**config.mk**
```make
export PLATFORM = sky130hd
export DESIGN_NAME = ipd_controller_mac
export DESIGN_NICKNAME = d
export VERILOG_FILES = /design/src/rtl/ipd_controller_mac_pkg.sv /design/src/rtl/ipd_controller_mac_fx_mul_sat.sv /design/src/rtl/ipd_controller_mac.sv
export SDC_FILE = /design/constraint.sdc
export NUM_CORES = 2
export LEC_CHECK = 0
export CORE_ASPECT_RATIO = 0.8
export CORE_UTILIZATION = 30
export CTS_CLUSTER_DIAMETER = 30
export DETAILED_ROUTE_END_ITERATION = 8
export GPL_TIMING_DRIVEN = 0
export PLACE_DENSITY = 0.46
export SETUP_SLACK_MARGIN = 0.3
export SKIP_CTS_REPAIR_TIMING = 1
export SYNTH_ARGS = -nofsm -noshare
export SYNTH_HDL_FRONTEND = slang
export SYNTH_HIERARCHICAL = 1
export SYNTH_SLANG_ARGS = --single-unit
```
**constraint.sdc**
```tcl
create_clock -name CLK -period 10.15 [get_ports CLK]
set_input_delay 1.5225 -clock CLK [delete_from_list [all_inputs] [get_ports CLK]]
set_output_delay 1.5225 -clock CLK [all_outputs]
set_load 0.02 [all_outputs]
```
**src/rtl/ipd_controller_mac_pkg.sv**
```systemverilog
// Shared types for the I-PD controller: FSM states, multiplier operand selection
// and default parameter values.
package ipd_controller_mac_pkg;

  typedef enum logic [2:0] {
    ST_IDLE  = 3'd0,
    ST_CAPT  = 3'd1,
    ST_MUL_I = 3'd2,
    ST_MUL_P = 3'd3,
    ST_MUL_D = 3'd4,
    ST_SUM   = 3'd5
  } state_t;

  typedef enum logic [1:0] {
    OP_NONE = 2'd0,
    OP_I    = 2'd1,
    OP_P    = 2'd2,
    OP_D    = 2'd3
  } mul_op_t;

  localparam int DEF_W    = 19;
  localparam int DEF_FRAC = 8;
  localparam int DEF_DIV  = 250000;

  // The shared multiplier is time-multiplexed: each MUL_* state owns it for one clock.
  function automatic mul_op_t op_for_state(input state_t s);
    case (s)
      ST_MUL_I: op_for_state = OP_I;
      ST_MUL_P: op_for_state = OP_P;
      ST_MUL_D: op_for_state = OP_D;
      default:  op_for_state = OP_NONE;
    endcase
  endfunction

endpackage

```
**src/rtl/ipd_controller_mac_fx_mul_sat.sv**
```systemverilog
// Signed fixed-point multiply: full 2W-bit product, arithmetic shift by FRAC,
// saturate back to W bits.
module ipd_controller_mac_fx_mul_sat #(
  parameter int W    = 19,
  parameter int FRAC = 8
) (
  input  logic signed [W-1:0] a,
  input  logic signed [W-1:0] b,
  output logic signed [W-1:0] p
);

  localparam logic signed [2*W-1:0] PMAX = {{(W+1){1'b0}}, {(W-1){1'b1}}};
  localparam logic signed [2*W-1:0] PMIN = {{(W+1){1'b1}}, {(W-1){1'b0}}};

  logic signed [2*W-1:0] prod;
  logic signed [2*W-1:0] shifted;

  always_comb begin
    prod    = $signed({{W{a[W-1]}}, a}) * $signed({{W{b[W-1]}}, b});
    // >>> on a signed value floors toward -inf
    shifted = prod >>> FRAC;
    if (shifted > PMAX) begin
      p = PMAX[W-1:0];
    end else if (shifted < PMIN) begin
      p = PMIN[W-1:0];
    end else begin
      p = shifted[W-1:0];
    end
  end

endmodule

```
**src/rtl/ipd_controller_mac.sv**
```systemverilog
// Discrete I-PD controller with sample divider, anti-windup clamping and one
// shared saturating multiplier sequenced by a six-state FSM.
module ipd_controller_mac
  import ipd_controller_mac_pkg::*;
#(
  parameter int W    = DEF_W,
  parameter int FRAC = DEF_FRAC,
  parameter int DIV  = DEF_DIV,
  parameter int UMAX = (2 ** (W - 1)) - 1,
  parameter int UMIN = -(2 ** (W - 1))
) (
  input  logic                CLK,
  input  logic                Reset,
  input  logic                Enable,
  input  logic signed [W-1:0] r,
  input  logic signed [W-1:0] y,
  input  logic signed [W-1:0] Kp,
  input  logic signed [W-1:0] Ki,
  input  logic signed [W-1:0] Kd,
  output logic signed [W-1:0] u,
  output logic                Listo,
  output logic                busy
);

  localparam int CW = (DIV > 1) ? $clog2(DIV) : 1;
  localparam logic [CW-1:0] CNT_LAST = CW'(DIV - 1);

  localparam logic signed [W-1:0] SAT_MAX = {1'b0, {(W-1){1'b1}}};
  localparam logic signed [W-1:0] SAT_MIN = {1'b1, {(W-1){1'b0}}};
  localparam logic signed [W+1:0] UMAX_X  = (W+2)'(UMAX);
  localparam logic signed [W+1:0] UMIN_X  = (W+2)'(UMIN);

  // Difference of two W-bit values at W+1 bits, saturated back to W bits.
  function automatic logic signed [W-1:0] sat_diff(input logic signed [W-1:0] a,
                                                   input logic signed [W-1:0] b);
    logic signed [W:0] d;
    d = {a[W-1], a} - {b[W-1], b};
    if (d[W] != d[W-1]) begin
      sat_diff = d[W] ? SAT_MIN : SAT_MAX;
    end else begin
      sat_diff = d[W-1:0];
    end
  endfunction

  function automatic logic signed [W+1:0] ext(input logic signed [W-1:0] a);
    ext = {{2{a[W-1]}}, a};
  endfunction

  function automatic logic signed [W-1:0] clamp_x(input logic signed [W+1:0] v);
    if (v > UMAX_X) begin
      clamp_x = UMAX_X[W-1:0];
    end else if (v < UMIN_X) begin
      clamp_x = UMIN_X[W-1:0];
    end else begin
      clamp_x = v[W-1:0];
    end
  endfunction

  logic [CW-1:0] count_reg, count_next;
  logic          strobe;
  state_t        state_reg, state_next;

  logic signed [W-1:0] r_reg, y_reg, kp_reg, ki_reg, kd_reg;
  logic signed [W-1:0] e_reg, dy_reg;
  logic signed [W-1:0] i_reg, p_reg, d_reg, y_prev_reg;
  logic signed [W-1:0] u_reg;
  logic                listo_reg;

  logic signed [W-1:0] mul_a, mul_b, mul_p;
  mul_op_t             mul_op;

  // Sample divider: Enable=0 freezes the count but not a computation in flight.
  assign strobe = Enable && (count_reg == CNT_LAST);

  always_comb begin
    count_next = count_reg;
    if (Enable) begin
      count_next = strobe ? '0 : count_reg + 1'b1;
    end
  end

  always_ff @(posedge CLK) begin
    if (Reset) begin
      count_reg <= '0;
    end else begin
      count_reg <= count_next;
    end
  end

  always_comb begin
    state_next = state_reg;
    case (state_reg)
      ST_IDLE:  if (strobe) state_next = ST_CAPT;
      ST_CAPT:  state_next = ST_MUL_I;
      ST_MUL_I: state_next = ST_MUL_P;
      ST_MUL_P: state_next = ST_MUL_D;
      ST_MUL_D: state_next = ST_SUM;
      ST_SUM:   state_next = ST_IDLE;
      default:  state_next = ST_IDLE;
    endcase
  end

  always_ff @(posedge CLK) begin
    if (Reset) begin
      state_reg <= ST_IDLE;
    end else begin
      state_reg <= state_next;
    end
  end

  always_comb begin
    mul_op = op_for_state(state_reg);
    mul_a  = '0;
    mul_b  = '0;
    case (mul_op)
      OP_I: begin
        mul_a = ki_reg;
        mul_b = e_reg;
      end
      OP_P: begin
        mul_a = kp_reg;
        mul_b = y_reg;
      end
      OP_D: begin
        mul_a = kd_reg;
        mul_b = dy_reg;
      end
      default: begin
        mul_a = '0;
        mul_b = '0;
      end
    endcase
  end

  ipd_controller_mac_fx_mul_sat #(
    .W    (W),
    .FRAC (FRAC)
  ) u_fx_mul_sat (
    .a (mul_a),
    .b (mul_b),
    .p (mul_p)
  );

  // Datapath: a reset mid-sample drops the partial result along with I and y_prev.
  always_ff @(posedge CLK) begin
    if (Reset) begin
      r_reg      <= '0;
      y_reg      <= '0;
      kp_reg     <= '0;
      ki_reg     <= '0;
      kd_reg     <= '0;
      e_reg      <= '0;
      dy_reg     <= '0;
      i_reg      <= '0;
      p_reg      <= '0;
      d_reg      <= '0;
      y_prev_reg <= '0;
      u_reg      <= '0;
      listo_reg  <= 1'b0;
    end else begin
      listo_reg <= (state_reg == ST_SUM);
      case (state_reg)
        ST_IDLE: begin
          if (strobe) begin
            r_reg  <= r;
            y_reg  <= y;
            kp_reg <= Kp;
            ki_reg <= Ki;
            kd_reg <= Kd;
          end
        end
        ST_CAPT: begin
          e_reg  <= sat_diff(r_reg, y_reg);
          dy_reg <= sat_diff(y_reg, y_prev_reg);
        end
        ST_MUL_I: i_reg <= clamp_x(ext(i_reg) + ext(mul_p));
        ST_MUL_P: p_reg <= mul_p;
        ST_MUL_D: begin
          d_reg      <= mul_p;
          y_prev_reg <= y_reg;
        end
        ST_SUM:  u_reg <= clamp_x(ext(i_reg) - ext(p_reg) - ext(d_reg));
        default: ;
      endcase
    end
  end

  assign u     = u_reg;
  assign Listo = listo_reg;
  assign busy  = (state_reg != ST_IDLE);

endmodule

```
* Yosys cells after proc, flatten, opt, wreduce, memory -nomap -nowiden
Index checks and enable logic that the tools add are counted.
** Operators by class
- $add $sub $neg :: 6
- $mul :: 1
- $lt $le $gt $ge :: 6
- Eq/ne operators :: 12
- Mux-type cells :: 16
- Reductions and logical operators :: 4
** Operators by type and width (number)
- $mux W19 :: 10
- $pmux W19 S3 :: 2
- $sub A19 B19 Y20 :: 3
- $mul A19 B19 Y38 :: 1
- $gt A30 B19 Y1 const B :: 1
- $lt A30 B19 Y1 const B :: 1
- $gt A21 B19 Y1 const B :: 1
- $lt A21 B19 Y1 const B :: 1
- $sub A20 B19 Y21 :: 1
- $add A19 B19 Y20 :: 1
- $gt A20 B19 Y1 const B :: 1
- $lt A20 B19 Y1 const B :: 1
- $add A18 B1 Y18 const B :: 1
- $eq A18 B18 Y1 const B :: 1
- $mux W18 :: 1
- $pmux W3 S5 :: 1
- $eq A3 B2 Y1 const B :: 2
- $eq A3 B3 Y1 const B :: 2
- $pmux W2 S3 :: 1
- $eq A2 B2 Y1 const B :: 2
- $eq A3 B1 Y1 const B :: 1
- $logic_not A3 Y1 :: 1
- $mux W3 :: 1
- $reduce_bool A3 Y1 :: 1
- 5 further kinds :: 6
** Storage, ports and cells
- Register bits :: 250
- Bits of input ports :: 98
- Output and inout port bits :: 21

* Longest topological paths before layout
- Depth after elaboration :: 12
- Gate-level depth with buffers :: 49
- Depth with buffers taken out :: 41

* Cells and area by module
Netlist, hierarchy kept.
** By module, submodules not included
- ipd_controller_mac :: instances 1, cells an instance 1847, area each 14591.5 µm², seq. area each 5004.8 µm²
- ipd_controller_mac_fx_mul_sat :: instances 1, cells an instance 1530, area each 13938.4 µm², seq. area each 0.0 µm²

* Worst setup path before layout
Ideal clock, no wire load.
- Path kind :: reg-to-reg
- Start :: register state_reg[0]
- End :: register i_reg[10]
- Library setup time :: 86 ps
- Arrival time :: 10704 ps
- Required time :: 10064 ps
- Setup slack :: -640 ps
- Cell stages (with the launch flop) :: 43
- Clock period less this slack :: 10790 ps
- Cells stage by stage :: dfxtp_1 clkbuf_1 nor2_1 and2_1 clkbuf_1 clkbuf_1 buf_1 nand2_1 o21ai_0 clkbuf_1 clkbuf_1 nand2_1 inv_1 fa_1 fa_1 inv_1 fa_1 inv_1 [7 not listed] a221o_1 a21oi_1 nand4b_1 o211ai_1 nand3_1 o41ai_4 buf_6 a21oi_2 ha_1 a21o_1 a21oi_1 a2bb2oi_1 a31oi_2 a221oi_2 xnor2_1 inv_2 maj3_1 a211oi_1
** On the way
- Word-level cells in the longest chain between the ends :: 12
** RTL lines
- start: declaration :: line ipd_controller_mac.sv:61 : state_t state_reg, state_next;
- start signal: assignment :: line ipd_controller_mac.sv:107 : state_reg <= state_next;
- $eq A3 B3 Y1 / $eq A3 B2 Y1 (equally long branches) :: line ipd_controller_mac_pkg.sv:27 : case (s)
- $pmux W2 S3 * :: line ipd_controller_mac_pkg.sv:27
- $eq A2 B2 Y1 / $eq A2 B1 Y1 (equally long branches) :: line ipd_controller_mac.sv:115 : case (mul_op)
- $pmux W19 S3 * :: line ipd_controller_mac.sv:115
- via mul_a[18] :: line ipd_controller_mac.sv:69 : logic signed [W-1:0] mul_a, mul_b, mul_p;
- $mul A19 B19 Y38 * :: line ipd_controller_mac_fx_mul_sat.sv:19 : prod = $signed({{W{a[W-1]}}, a}) * $signed({{W{b[W-1]}}, b});
- $lt A30 B19 Y1 :: line ipd_controller_mac_fx_mul_sat.sv:24 : end else if (shifted < PMIN) begin
- $mux W19 :: line ipd_controller_mac_fx_mul_sat.sv:24
- $mux W19 * :: line ipd_controller_mac_fx_mul_sat.sv:22 : if (shifted > PMAX) begin
- via mul_p[8] :: line ipd_controller_mac.sv:69
- $add A19 B19 Y20 * :: line ipd_controller_mac.sv:176 : ST_MUL_I: i_reg <= clamp_x(ext(i_reg) + ext(mul_p));
- $lt A20 B19 Y1 :: line ipd_controller_mac.sv:52 : end else if (v < UMIN_X) begin
- $mux W19 :: line ipd_controller_mac.sv:52
- $mux W19 * :: line ipd_controller_mac.sv:50 : if (v > UMAX_X) begin
- end signal: assignment :: line ipd_controller_mac.sv:176
- end: declaration :: line ipd_controller_mac.sv:65 : logic signed [W-1:0] i_reg, p_reg, d_reg, y_prev_reg;
Mark *: on every way through the listed nets, which the timed path passes. The rest lies on a longest branch.
A chain may end at the register's enable or synchronous reset.

* Final worst setup path
- Start :: register state_reg[0]
- End :: register i_reg[1]
The elaborated chain is that of the path after synthesis.

==> results.rst <==
.. list-table::
   :header-rows: 1

   * - Metric
     - Value
   * - Cell area after layout
     - 0.03562 mm2
   * - Launching element type of the critical path
     - flop
   * - GR Util All Layers
     - about 19%
   * - Gp weighted congestion
     - ~0.89
   * - Clock tree skew after final layout
     - ~24 ps
   * - Synthesis-stage register bit count
     - 250
   * - Commonest cells post-synth
     - nand2_1, inv_1, fa_1, a21oi_1, dfxtp_1
   * - Cells after Synth
     - ~3400
   * - Sum of routed wire length over all layers
     - between 90000 and 100000 um
   * - Peak fanout along the critical path
     - 8
   * - Worst path arrival time
     - about 11000 ps
   * - Iteration-0 DRC count of the detailed router
     - between 1500 and 2000
   * - Clock latency of the later-clocked register in the worst-skew pair
     - 610 ps
   * - Shortest clock period the worst path allows after layout
     - ~10000 ps
   * - Hold Path Origin
     - d_reg[14]
   * - TritonCTS clock tree
     - yes
   * - Fin Setup TNS
     - -4414 ps
   * - DPL Wire Length
     - roughly 76000 um
   * - Die H
     - about 280 um
   * - Max-cap check violation count
     - 0
   * - Worst Hold Margin
     - 448.7 ps
   * - Ranking of synthesized cells by area
     - fa_1, dfxtp_1, ha_1, nand2_1, inv_1
   * - Total clock buffers created by CTS
     - between 50 and 60
   * - Top-area cell type share of the netlist area
     - ~27%
   * - Mean number of vias per cell
     - roughly 4.8
   * - Maximum buffer depth of the clock tree
     - 3
   * - Core area
     - a little over 0.09 mm2
   * - Final standard cell utilization of the core
     - between 30% and 40%
   * - Most used routing layer
     - met1
   * - Initial antenna violation count
     - 0
   * - Library cell with the largest summed area after synthesis
     - fa_1
   * - Maximum level of the CTS H-tree
     - 2
   * - Worst Slack Setup Final
     - -305.9 ps
   * - Launching element of the worst setup path
     - state_reg[0]
   * - Sinks on Clock Net
     - 250
   * - Count of flip-flops with a built-in enable after synthesis
     - 0
   * - GR Layer Usage met1
     - 30.11%
   * - Post-Syn Nets
     - 4053
   * - Cells on worst reg2reg path
     - 46
   * - Areal power density over the cells
     - around 80 mW/mm2
   * - Type of destination of the critical path
     - flop
   * - I/O pin count
     - roughly 120
   * - Peak ir drop on the vdd network
     - between 0.1 and 0.15 mV
   * - Vias in the first global route
     - between 20000 and 25000
   * - Critical path data required time
     - between 10000 and 15000 ps
   * - Standby leakage power
     - around 0.015 uW
   * - Maximum number of pins on one net before global-route repair
     - 16
   * - Critical Path Most Common Cell
     - fa_1
   * - Worst relative slew slack
     - a little under a third
   * - Overall power
     - 2862 uW
   * - Final Hold Vio Count
     - 0
   * - Effective utilization at floorplan
     - between 30% and 40%
   * - Leading cell type by number of instances after synthesis
     - nand2_1
   * - Mean instance size in the synthesized netlist
     - between 8 and 9 um2
   * - Number of warnings reported in the yosys synthesis log
     - 6
   * - Global-route wire length before repair
     - about 140000 um
   * - Met2 layer usage reported by global route
     - between 20% and 30%
   * - Nets@finish
     - 4342
   * - Placement Rows
     - 100
   * - Layout cell share with drive strength beyond 1
     - between 10% and 20%
   * - Number of search-and-repair iterations in the first detailed-routing pass
     - 5
   * - Port Buffer Count
     - about 120
   * - Max-slew violation total from the final report
     - 0
   * - Aggregate global routing overflow
     - 0
   * - Proportion of synthesized flip-flops having asynchronous set or reset
     - 0%
   * - DRC errors left
     - 0
   * - Crit path kind
     - flop to flop
   * - Synthesis-to-layout area growth
     - 24.84%
   * - Setup-failing EPs final
     - 19
   * - Leading register cell type out of synthesis
     - dfxtp_1
   * - Library cell contributing the largest single delay on the critical path
     - fa_2
   * - Routed len/inst
     - approximately 19 um
   * - Slowest stage delay, CP
     - 680 ps
   * - Violations in the final reports
     - setup timing
   * - RR Startpoint
     - state_reg[0]
   * - Number of antenna diodes
     - 0
   * - Syn Std Cell Area
     - about 0.029 mm2
   * - Via count
     - 23560
   * - Distinct cell type count of the synthesized netlist
     - 98
   * - RSZ-0062 raised after global routing
     - yes
   * - Global routing met3 resource utilization
     - approximately 3.8%
   * - Die Footprint
     - a little under 0.1 mm2
   * - Antenna violation net count after detailed routing
     - 0
   * - Fraction of the yosys area taken by sequential cells
     - between 15 and 20%
   * - Share of the clock period used by the worst path after layout
     - 103.0%
   * - Hold Crit Depth
     - 2
   * - Maximum operating frequency
     - 95.64 MHz
   * - DIE WIDTH
     - approximately 350 um
   * - Root buffer cell
     - clkbuf_16
   * - Transition time of the tightest slew-check pin
     - just over 1000 ps
   * - Result of the run
     - complete, but fails checks
   * - CTS clk-pin slew, worst paths
     - ~50 ps
   * - Post-placement cell area
     - between 0.03 and 0.04 mm2
   * - Type of the most critical hold path
     - flop to flop
-- per-stage QoR --
stage / worst slack [ps] / std cells
2_1_floorplan: 299.7 / 3377
3_3_place_gp: -3260 / 4718
3_5_place_dp: -2942 / 4731
4_1_cts: -2998 / 4833
5_1_grt: -723.9 / 4934
6_report: -305.9 / 4934
-- final cells by class --
class / count / area [um2]
Sequential cell: 250 / 5007
Clock buffer: 74 / 1550
Timing Repair Buffer: 231 / 2150
Inverter: 490 / 1847
Clock inverter: 28 / 345.3
Multi-Input combinational cell: 2476 / 22010
Buffer: 161 / 1174
Fill cell: 9685 / 57970
Tap cell: 1224 / 1531
-- kinds of logic (layout without fill, tap and decap cells) --
family	count (synthesis)	in the layout	synth area share [%]
AO/OA/AOI/OAI	643	643	14.74
adder cells (fa/ha/maj)	605	605	36.59
multiplexers	42	42	1.478
buffers and inverters	651	984	8.938
AND/OR/NAND/NOR	1079	1079	17.40
XOR/XNOR	107	107	3.311
flip-flops	250	250	17.54
-- metal layers --
layer	wire (um)	vias to the layer above
li1	-	11470
met1	49290	11430
met2	38250	578
met3	5750	78
met4	1395	0
met5	0	-
-- layout by cell type, fill, tap and decap left out, types with 10 or more instances in the layout --
master and instances:
clkbuf_4 10, o21bai_1 10, a21o_1 36, clkbuf_1 79, o21ai_0 54, nor3_1 17, o21ai_2 12, mux2i_1 35
clkbuf_16 60, fa_2 12, dfxtp_1 248, buf_2 14, nor2b_1 11, fa_1 378, buf_6 44, clkdlybuf4s50_1 117
inv_1 480, o21ai_4 18, a311oi_1 19, xnor2_1 50, o21ai_1 40, a21oi_1 237, nand2_1 557, and2_1 191
a211oi_1 54, buf_8 12, nor2_1 158, nand3_1 36, xor2_1 53, o21a_1 20, ha_1 166, a21oi_2 22
maj3_1 14, o211ai_1 12, nand2b_1 21, buf_4 114, o31ai_1 21, ha_4 18, maj3_2 13
-- path summary, 6_finish.rpt --
path	end	slack [ps]
hold / removal	d_reg[14]	450
setup / recovery	i_reg[1]	-310
hold reg to reg	d_reg[14]	450
setup reg to reg	i_reg[1]	-310
-- worst max-delay path, delay by kind of cell (launching register included) --
kind            cells  cell delay (ps)
fa+ha+maj          11             4390
compound gates     11             2760
buf+inv            14             1620
simple gates        9             1020
flops               1              330
xor+xnor            1              200
-- where the power goes --
part           leakage (uW)  switching [uW]  internal [uW]  total, uW
combinational        0.0122            32.0           36.2       68.2
clock              0.000906             610           1200       1810
sequential          0.00201           0.564            985        985
total                0.0152             643           2220       2860
(Power assumes the default switching activity.)
